## src/rtl/riscv_mc_pkg.sv

```systemverilog
// riscv_mc_pkg: shared types and encodings for the multicycle RISC-V controller
// Contents:
//   state_t                   4-bit FSM state encoding (S_FETCH = 0)
//   OP_*                      supported opcodes
//   IMM_*, RES_*, SRCA_*, SRCB_* datapath mux encodings
//   ALUOP_*, ALU_*            ALU operation class and ALU control codes
//   imm_src()                 opcode -> immediate format
package riscv_mc_pkg;

    typedef enum logic [3:0] {
        S_FETCH    = 4'd0,
        S_DECODE   = 4'd1,
        S_MEMADR   = 4'd2,
        S_MEMREAD  = 4'd3,
        S_MEMWB    = 4'd4,
        S_MEMWRITE = 4'd5,
        S_EXECR    = 4'd6,
        S_EXECI    = 4'd7,
        S_ALUWB    = 4'd8,
        S_JAL      = 4'd9,
        S_BEQ      = 4'd10,
        S_TRAP     = 4'd11
    } state_t;

    localparam logic [6:0] OP_LW  = 7'b0000011;
    localparam logic [6:0] OP_SW  = 7'b0100011;
    localparam logic [6:0] OP_R   = 7'b0110011;
    localparam logic [6:0] OP_I   = 7'b0010011;
    localparam logic [6:0] OP_BEQ = 7'b1100011;
    localparam logic [6:0] OP_JAL = 7'b1101111;

    localparam logic [1:0] IMM_I = 2'b00;
    localparam logic [1:0] IMM_S = 2'b01;
    localparam logic [1:0] IMM_B = 2'b10;
    localparam logic [1:0] IMM_J = 2'b11;

    localparam logic [1:0] RES_ALUOUT    = 2'b00;
    localparam logic [1:0] RES_DATA      = 2'b01;
    localparam logic [1:0] RES_ALURESULT = 2'b10;

    localparam logic [1:0] SRCA_PC    = 2'b00;
    localparam logic [1:0] SRCA_OLDPC = 2'b01;
    localparam logic [1:0] SRCA_RD1   = 2'b10;

    localparam logic [1:0] SRCB_RD2  = 2'b00;
    localparam logic [1:0] SRCB_IMM  = 2'b01;
    localparam logic [1:0] SRCB_FOUR = 2'b10;

    localparam logic [1:0] ALUOP_ADD   = 2'b00;
    localparam logic [1:0] ALUOP_SUB   = 2'b01;
    localparam logic [1:0] ALUOP_FUNCT = 2'b10;

    localparam logic [2:0] ALU_ADD = 3'b000;
    localparam logic [2:0] ALU_SUB = 3'b001;
    localparam logic [2:0] ALU_AND = 3'b010;
    localparam logic [2:0] ALU_OR  = 3'b011;
    localparam logic [2:0] ALU_XOR = 3'b100;
    localparam logic [2:0] ALU_SLT = 3'b101;

    function automatic logic [1:0] imm_src(input logic [6:0] op);
        return op == OP_SW  ? IMM_S :
               op == OP_BEQ ? IMM_B :
               op == OP_JAL ? IMM_J : IMM_I;
    endfunction

endpackage

```

## src/rtl/multicycle_control_fsm_alu_decoder.sv

```systemverilog
// ALU_Decoder: maps ALUOp and instruction fields to the 3-bit ALU control code
// Ports:
//   alu_op      in  2  operation class from the FSM (00 add, 01 sub, 10 funct)
//   funct3      in  3  IR[14:12]
//   op5         in  1  Op[5], distinguishes R-type from I-type
//   funct7b5    in  1  funct7[5]
//   alu_control out 3  ALU operation
module ALU_Decoder
    import riscv_mc_pkg::*;
(
    input  logic [1:0] alu_op,
    input  logic [2:0] funct3,
    input  logic       op5,
    input  logic       funct7b5,
    output logic [2:0] alu_control
);

    logic [2:0] funct_ctl;

    // funct7[5] only means subtract for R-type; in addi it is immediate bits.
    always_comb begin
        funct_ctl = ALU_ADD;
        case (funct3)
            3'b000:  funct_ctl = (op5 & funct7b5) ? ALU_SUB : ALU_ADD;
            3'b010:  funct_ctl = ALU_SLT;
            3'b100:  funct_ctl = ALU_XOR;
            3'b110:  funct_ctl = ALU_OR;
            3'b111:  funct_ctl = ALU_AND;
            default: funct_ctl = ALU_ADD;
        endcase
    end

    assign alu_control = alu_op == ALUOP_SUB   ? ALU_SUB :
                         alu_op == ALUOP_FUNCT ? funct_ctl : ALU_ADD;

endmodule

```

## src/rtl/multicycle_control_fsm.sv

```systemverilog
// multicycle_control_fsm: Moore sequencing controller for the multicycle RISC-V core
// Ports:
//   clk, rst            clock and synchronous active-high reset
//   Op, funct3, funct7  instruction fields from IR
//   Zero                ALU zero flag
//   mem_ready           shared memory completes the current access
//   PCWrite, AdrSrc, MemWrite, IRWrite, RegWrite   datapath enables/selects
//   ResultSrc, ALUSrcA, ALUSrcB, ImmSrc            datapath mux selects
//   ALUControl          ALU operation
//   illegal             sticky unsupported-opcode flag
//   retire              one-cycle pulse when an instruction completes
module multicycle_control_fsm
    import riscv_mc_pkg::*;
#(
    parameter logic [3:0] RESET_STATE = 4'd0
) (
    input  logic       clk,
    input  logic       rst,
    input  logic [6:0] Op,
    input  logic [2:0] funct3,
    input  logic [6:0] funct7,
    input  logic       Zero,
    input  logic       mem_ready,
    output logic       PCWrite,
    output logic       AdrSrc,
    output logic       MemWrite,
    output logic       IRWrite,
    output logic [1:0] ResultSrc,
    output logic [1:0] ALUSrcA,
    output logic [1:0] ALUSrcB,
    output logic [1:0] ImmSrc,
    output logic [2:0] ALUControl,
    output logic       RegWrite,
    output logic       illegal,
    output logic       retire
);

    state_t     state, next;
    logic [1:0] alu_op;
    logic       unused_funct7;

    assign unused_funct7 = ^{funct7[6], funct7[4:0]};

    // illegal is set on the edge that enters TRAP so it rises together with the state.
    always_ff @(posedge clk) begin
        if (rst) begin
            state   <= state_t'(RESET_STATE);
            illegal <= 1'b0;
        end else begin
            state   <= next;
            illegal <= illegal | (next == S_TRAP);
        end
    end

    always_comb begin
        next = state;
        case (state)
            S_FETCH:    next = mem_ready ? S_DECODE : S_FETCH;
            S_DECODE:   next = (Op == OP_LW || Op == OP_SW) ? S_MEMADR :
                               Op == OP_R   ? S_EXECR :
                               Op == OP_I   ? S_EXECI :
                               Op == OP_BEQ ? S_BEQ   :
                               Op == OP_JAL ? S_JAL   : S_TRAP;
            S_MEMADR:   next = Op == OP_LW ? S_MEMREAD : S_MEMWRITE;
            S_MEMREAD:  next = mem_ready ? S_MEMWB : S_MEMREAD;
            S_MEMWB:    next = S_FETCH;
            S_MEMWRITE: next = mem_ready ? S_FETCH : S_MEMWRITE;
            S_EXECR:    next = S_ALUWB;
            S_EXECI:    next = S_ALUWB;
            S_ALUWB:    next = S_FETCH;
            S_JAL:      next = S_ALUWB;
            S_BEQ:      next = S_FETCH;
            S_TRAP:     next = S_TRAP;
            default:    next = S_FETCH;
        endcase
    end

    always_comb begin
        PCWrite   = 1'b0;
        AdrSrc    = 1'b0;
        MemWrite  = 1'b0;
        IRWrite   = 1'b0;
        RegWrite  = 1'b0;
        retire    = 1'b0;
        ResultSrc = RES_ALUOUT;
        ALUSrcA   = SRCA_PC;
        ALUSrcB   = SRCB_RD2;
        alu_op    = ALUOP_ADD;
        case (state)
            S_FETCH: begin
                ALUSrcB   = SRCB_FOUR;
                ResultSrc = RES_ALURESULT;
                IRWrite   = mem_ready;
                PCWrite   = mem_ready;
            end
            // Branch target OldPC+imm is computed here and held in ALUOut.
            S_DECODE: begin
                ALUSrcA = SRCA_OLDPC;
                ALUSrcB = SRCB_IMM;
            end
            S_MEMADR: begin
                ALUSrcA = SRCA_RD1;
                ALUSrcB = SRCB_IMM;
            end
            S_MEMREAD:  AdrSrc = 1'b1;
            S_MEMWB: begin
                ResultSrc = RES_DATA;
                RegWrite  = 1'b1;
                retire    = 1'b1;
            end
            S_MEMWRITE: begin
                AdrSrc   = 1'b1;
                MemWrite = 1'b1;
                retire   = mem_ready;
            end
            S_EXECR: begin
                ALUSrcA = SRCA_RD1;
                ALUSrcB = SRCB_RD2;
                alu_op  = ALUOP_FUNCT;
            end
            S_EXECI: begin
                ALUSrcA = SRCA_RD1;
                ALUSrcB = SRCB_IMM;
                alu_op  = ALUOP_FUNCT;
            end
            S_ALUWB: begin
                RegWrite = 1'b1;
                retire   = 1'b1;
            end
            // PC takes the DECODE target from ALUOut while the ALU forms OldPC+4 for rd.
            S_JAL: begin
                ALUSrcA = SRCA_OLDPC;
                ALUSrcB = SRCB_FOUR;
                PCWrite = 1'b1;
            end
            S_BEQ: begin
                ALUSrcA = SRCA_RD1;
                ALUSrcB = SRCB_RD2;
                alu_op  = ALUOP_SUB;
                PCWrite = Zero;
                retire  = 1'b1;
            end
            default: ;
        endcase
    end

    assign ImmSrc = imm_src(Op);

    ALU_Decoder u_alu_decoder (
        .alu_op      (alu_op),
        .funct3      (funct3),
        .op5         (Op[5]),
        .funct7b5    (funct7[5]),
        .alu_control (ALUControl)
    );

endmodule

```

## config.mk

```make
export PLATFORM = sky130hd
export DESIGN_NAME = multicycle_control_fsm
export DESIGN_NICKNAME = d
export VERILOG_FILES = /design/src/rtl/riscv_mc_pkg.sv /design/src/rtl/multicycle_control_fsm_alu_decoder.sv /design/src/rtl/multicycle_control_fsm.sv
export SDC_FILE = /design/constraint.sdc
export NUM_CORES = 1
export LEC_CHECK = 0
export CAP_MARGIN = 10
export CORE_MARGIN = 2
export CORE_UTILIZATION = 36
export CTS_CLUSTER_SIZE = 14
export DETAILED_ROUTE_END_ITERATION = 10
export PLACE_DENSITY = 0.79
export SLEW_MARGIN = 20
export SYNTH_ARGS = -nofsm -noshare
export SYNTH_HDL_FRONTEND = slang
export SYNTH_SLANG_ARGS = --single-unit
```

## constraint.sdc

```tcl
create_clock -name clk -period 2.1 [get_ports clk]
set_input_delay 0.42 -clock clk [delete_from_list [all_inputs] [get_ports clk]]
set_output_delay 0.42 -clock clk [all_outputs]
set_load 0.01 [all_outputs]
```

# ---- Word level (Yosys, flattened, before mapping)
# Index checks and enable logic that the tools add are counted.
# Widths: inputs -> output; s select.
dict set report classes {
  addsub 0
  mul 0
  n_div 0
  order_cmp 0
  eq_ne 24
  n_shift 0
  n_mux 27
  bitwise 2
  reduce_logical 12
}
# operator count
set ops {}
lappend ops {{$pmux 4 s7} 1}
lappend ops {{$eq 4x4->1 const B} 5}
lappend ops {{$eq 4x3->1 const B} 4}
lappend ops {{$pmux 2 s2} 4}
lappend ops {{$mux 3} 5}
lappend ops {{$pmux 3 s5} 1}
lappend ops {{$eq 7x6->1 const B} 2}
lappend ops {{$eq 7x7->1 const B} 2}
lappend ops {{$mux 4} 3}
lappend ops {{$mux 2} 5}
lappend ops {{$reduce_or 2->1} 5}
lappend ops {{$eq 3x3->1 const B} 3}
lappend ops {{$reduce_or 3->1} 3}
lappend ops {{$eq 4x2->1 const B} 2}
lappend ops {{$eq 7x2->1 const B} 1}
lappend ops {{$eq 7x5->1 const B} 1}
lappend ops {{$mux 1} 6}
lappend ops {{$eq 4x1->1 const B} 1}
lappend ops {{$logic_not 4->1} 1}
lappend ops {{$reduce_or 4->1} 1}
lappend ops {{$eq 3x2->1 const B} 1}
lappend ops {{$logic_not 3->1} 1}
lappend ops {{$pmux 1 s3} 1}
lappend ops {{$eq 2x1->1 const B} 1}
lappend ops {{other kinds (5)} 5}
dict set report totals {
  reg_bits 5
  latch_bits 0
  ram_bits 0
  romBits 0
  in_bits 21
  out_inout_bits 18
  elab_cells 67
  memories 0
}

# ---- Depth between registers and ports, before layout
# Gate-level depths: netlist of the first run.
dict set report logic_depth {
  depth_word 9
  mapped_depth 6
  depth_no_buf 4
}

# ---- Modules after synthesis
# A second synthesis of the first run with hierarchy kept.
dict set report hier_totals {
  hier_cells 88
  hier_area_um2 701.9
}
# module instances cells_per_inst area_each_um2 seq_area_each_um2
set by_module_without_submodules {}
lappend by_module_without_submodules {multicycle_control_fsm 1 80 651.9 100.1}
lappend by_module_without_submodules {ALU_Decoder 1 8 50.0 0.0}

# ---- Least setup slack after synthesis of the first run
# Ideal clock, no wire load.
dict set report synth_path {
  path_kind {reg-to-output}
  start {register state[3]}
  end {output IRWrite}
  t_arrival_ns 1.324
  slack_ns 0.356
  stages_incl_launch_ff 5
  path_cell_list {dfxtp_1 -> buf_6 -> clkbuf_1 -> nor4_1 -> and2_1}
}
dict set report synth_between {
  elab_chain_len 2
}
# item line_no
set synth_rtl {}
lappend synth_rtl {{start: declaration} multicycle_control_fsm.sv:38} ;# state_t state, next;
lappend synth_rtl {{start signal: assignment} multicycle_control_fsm.sv:47} ;# state <= state_t'(RESET_STATE);
lappend synth_rtl {{start signal: assignment} multicycle_control_fsm.sv:50} ;# state <= next;
lappend synth_rtl {{$logic_not 4->1} multicycle_control_fsm.sv:89} ;# case (state)
lappend synth_rtl {{$mux 1} multicycle_control_fsm.sv:89}
lappend synth_rtl {{end: declaration} multicycle_control_fsm.sv:27} ;# output logic IRWrite,
# No other way between the ends.

# ---- Worst setup path after layout of the first run
dict set report layout_path {
  start {register state[3]}
  end {output AdrSrc}
}
dict set report layout_between {
  elab_chain_len 3
  elab_cells_between_ends 4
}
# item line_no
set layout_rtl {}
lappend layout_rtl {{$eq 4x3->1 or $eq 4x2->1 (tied branches)} multicycle_control_fsm.sv:89}
lappend layout_rtl {{$reduce_or 2->1 (no source line) (*)} n/a}
lappend layout_rtl {{$mux 1 (*)} multicycle_control_fsm.sv:89}
lappend layout_rtl {{end: declaration} multicycle_control_fsm.sv:25} ;# output logic AdrSrc,
# Mark *: on every way between the ends. The rest lies on a longest branch, timed or not.

==> results of run 1 <==
[cell families after synthesis]
family,synth area share
AO/OA/AOI/OAI,0.251
XOR/XNOR,0.0697
flip-flops,0.159
AND/OR/NAND/NOR,0.458
buffers and inverters,0.0617
[routing by layer]
layer  up-vias  wire, um  global-route usage
li1        437         -                   -
met4         0        33               0.109
met3         4        89              0.0437
met5         -         0                   0
met1       409       907               0.260
met2        33      1160               0.392
[power by group]
group          internal [mW]  leakage [nW]  switching [mW]
Sequential             0.136        0.0427          0.0698
Clock                 0.0719        0.0150          0.0401
Combinational          0.469         0.483           0.392
[critical path, cell delays in order (launching register included)]
cell and delay, ps:
dfxtp_1 330, buf_6 160, nor2b_1 180, and2_1 160, clkdlybuf4s50_1 530
[flip-flops by register name, indices dropped and copies added, names as in the netlist]
register / flops
state: 4
illegal: 1
[cells in the mapped netlist]
cell,count,area share
or4b_4,1,0.022
and3_4,1,0.018
nor2b_1,5,0.050
a41o_1,1,0.016
and3_1,2,0.020
o32a_1,1,0.016
a211oi_1,2,0.024
inv_1,2,0.012
and4b_1,1,0.016
nand2_1,3,0.018
buf_6,1,0.018
o32ai_1,2,0.028
a2111oi_0,1,0.014
nor3_1,4,0.032
o21ai_0,7,0.056
nand3_1,1,0.0080
nand4_1,2,0.020
and2_1,2,0.020
a31oi_1,2,0.020
xnor2_1,4,0.056
dfxtp_1,5,0.16
a21oi_1,3,0.024
nor2_1,11,0.066
and3b_1,1,0.014
a221oi_1,1,0.014
and4bb_2,1,0.020
nor3b_1,3,0.036
o41ai_2,1,0.026
xor2_1,1,0.014
nand2b_1,7,0.070
a32oi_1,1,0.014
buf_2,1,0.0080
nor4_1,3,0.030
clkbuf_1,4,0.024
[stage by stage]
stage	hold WS (ps)	utilization
after global placement	448	0.640
final	457	0.695
after detailed placement	451	0.640
after global routing	496	0.695
after floorplan	492	-
after CTS	463	0.665
[area by class of cell]
class | count | area [um2]
Clock buffer | 4 | 26.3
Fill cell | 126 | 515
Multi-Input combinational cell | 75 | 503
Inverter | 2 | 7.51
Tap cell | 17 | 21.3
Sequential cell | 5 | 109
Timing Repair Buffer | 57 | 507
[worst paths after layout]
kind / start / to / cells after the start
max reg2reg: state[2] / illegal / 6
min: illegal / illegal / 2
max: state[3] / AdrSrc / 4
min reg2reg: illegal / illegal / 2
[repair_timing]
item	CTS	global route
gates cloned	0	0
setup endpoints to repair	14	8
pin swaps	1	1
resized for setup	19	13
setup buffers	1	5
==> impl_results.md, run 1 <==
* Root buf cell: clkbuf_4
* Clk_lat worst skew at 240 ps
* Total core area at 1690 um2
* Number of buffers created by CTS at 3
* Synth Register Bits at 5
* Layout cells sized above 1 at 0.287
* # IOs at 39
* Post-CTS Hold Fix Bufs at 0
* Routed wire per std cell at 13.7 um
* Power, Total at 1.18 mW
* Nets@finish at 165
* Ant diodes at 0
* Worst slack, placed at -309 ps
* Synth warn at 0
* Setup CP Type: flop to output port
* Die footprint at 2090 um2
* FMAX at 0.495 GHz
* R2r setup slk at 240 ps
* DR iter-0 viols at 22
* First-pass iteration count of the detailed router at 4
* Most frequent cells in the layout: 23 x buf_4, 19 x clkdlybuf4s50_1, 9 x nor2_1
* Final worst path period need at 2020 ps
* Clk buf depth at 2
* VDD IR-drop max at 0.575 mV
* Die width at 45.8 um
* Clock sink total at 5
* Worst-margin pin slew at 454 ps
* Netlist cell types at 34
* Worst Clk Skew at 0.877 ps
* Mapped Nets at 109
* PnR worst setup slack at 79.1 ps
* Slew HR at 0.689
* Antenna violations before repair at 0
* DRT Wirelength at 2190 um
* Max-slew violations at 0
* First-pass GRT wire length at 3440 um
* Critical Path RT at 1680 ps
* Arrival @ worst endpoint at 1600 ps
* Number of I/O port buffers at 32
* Number of H-tree branching levels at 1
* Critical Path Source Type: flop
* Placed cell areas at 1080 um2
* PD cells at 1000 nW/um2
* Period utilization at 0.962
* CTS tree: built
* Post-synthesis sequential area ratio at 0.159
* Pin count of the biggest net entering global routing at 20
* Max Cap Viol at 0
* GR Util All Layers at 0.225
* Final ANT Viol Nets at 0
* DRC viols at 0
* P&R area growth vs syn at 86.9%
* Status: completed
* Design area at 1170 um2
* Most common cell after layout, fill and taps aside: buf_4
* Hold Violations, Final at 0
* Finished Layout Cells at 160
* Inst Count DP at 150
* Placer congestion estimate at 0.823
* Mapped cell area at 628 um2
* Num rows at 15
* GR Overflow Total at 0
* Vias at 883
* CP max FO at 17
* Setup TNS Final at 0 ps
* Die height at 45.8 um
* Endpoints failing setup at 0
* Initial Util at 0.372
* Leak at 0.541 nW
* DR vias/cell at 5.52
* Crit. End Element: output port
* Cells after Synth at 88
* Vias in the first global route at 819
* Avg Inst Size Synth at 7.14 um2
* Hold crit path type: flop to flop
* Clk pin slew, worst setup/hold paths at 40 ps
* DP HPWL at 1660 um
(Power assumes the default switching activity.)
==> run 2, diff against run 1 <==
--- a/config.mk
+++ b/config.mk
@@ -5,6 +5,7 @@
 export SDC_FILE = /design/constraint.sdc
 export NUM_CORES = 1
 export LEC_CHECK = 0
+export ABC_CLOCK_PERIOD_IN_PS = 2100
 export CAP_MARGIN = 10
 export CORE_MARGIN = 2
 export CORE_UTILIZATION = 36
==> results of run 2 <==
Same layout as run 1: the final DEF is identical, and so are final timing and power.
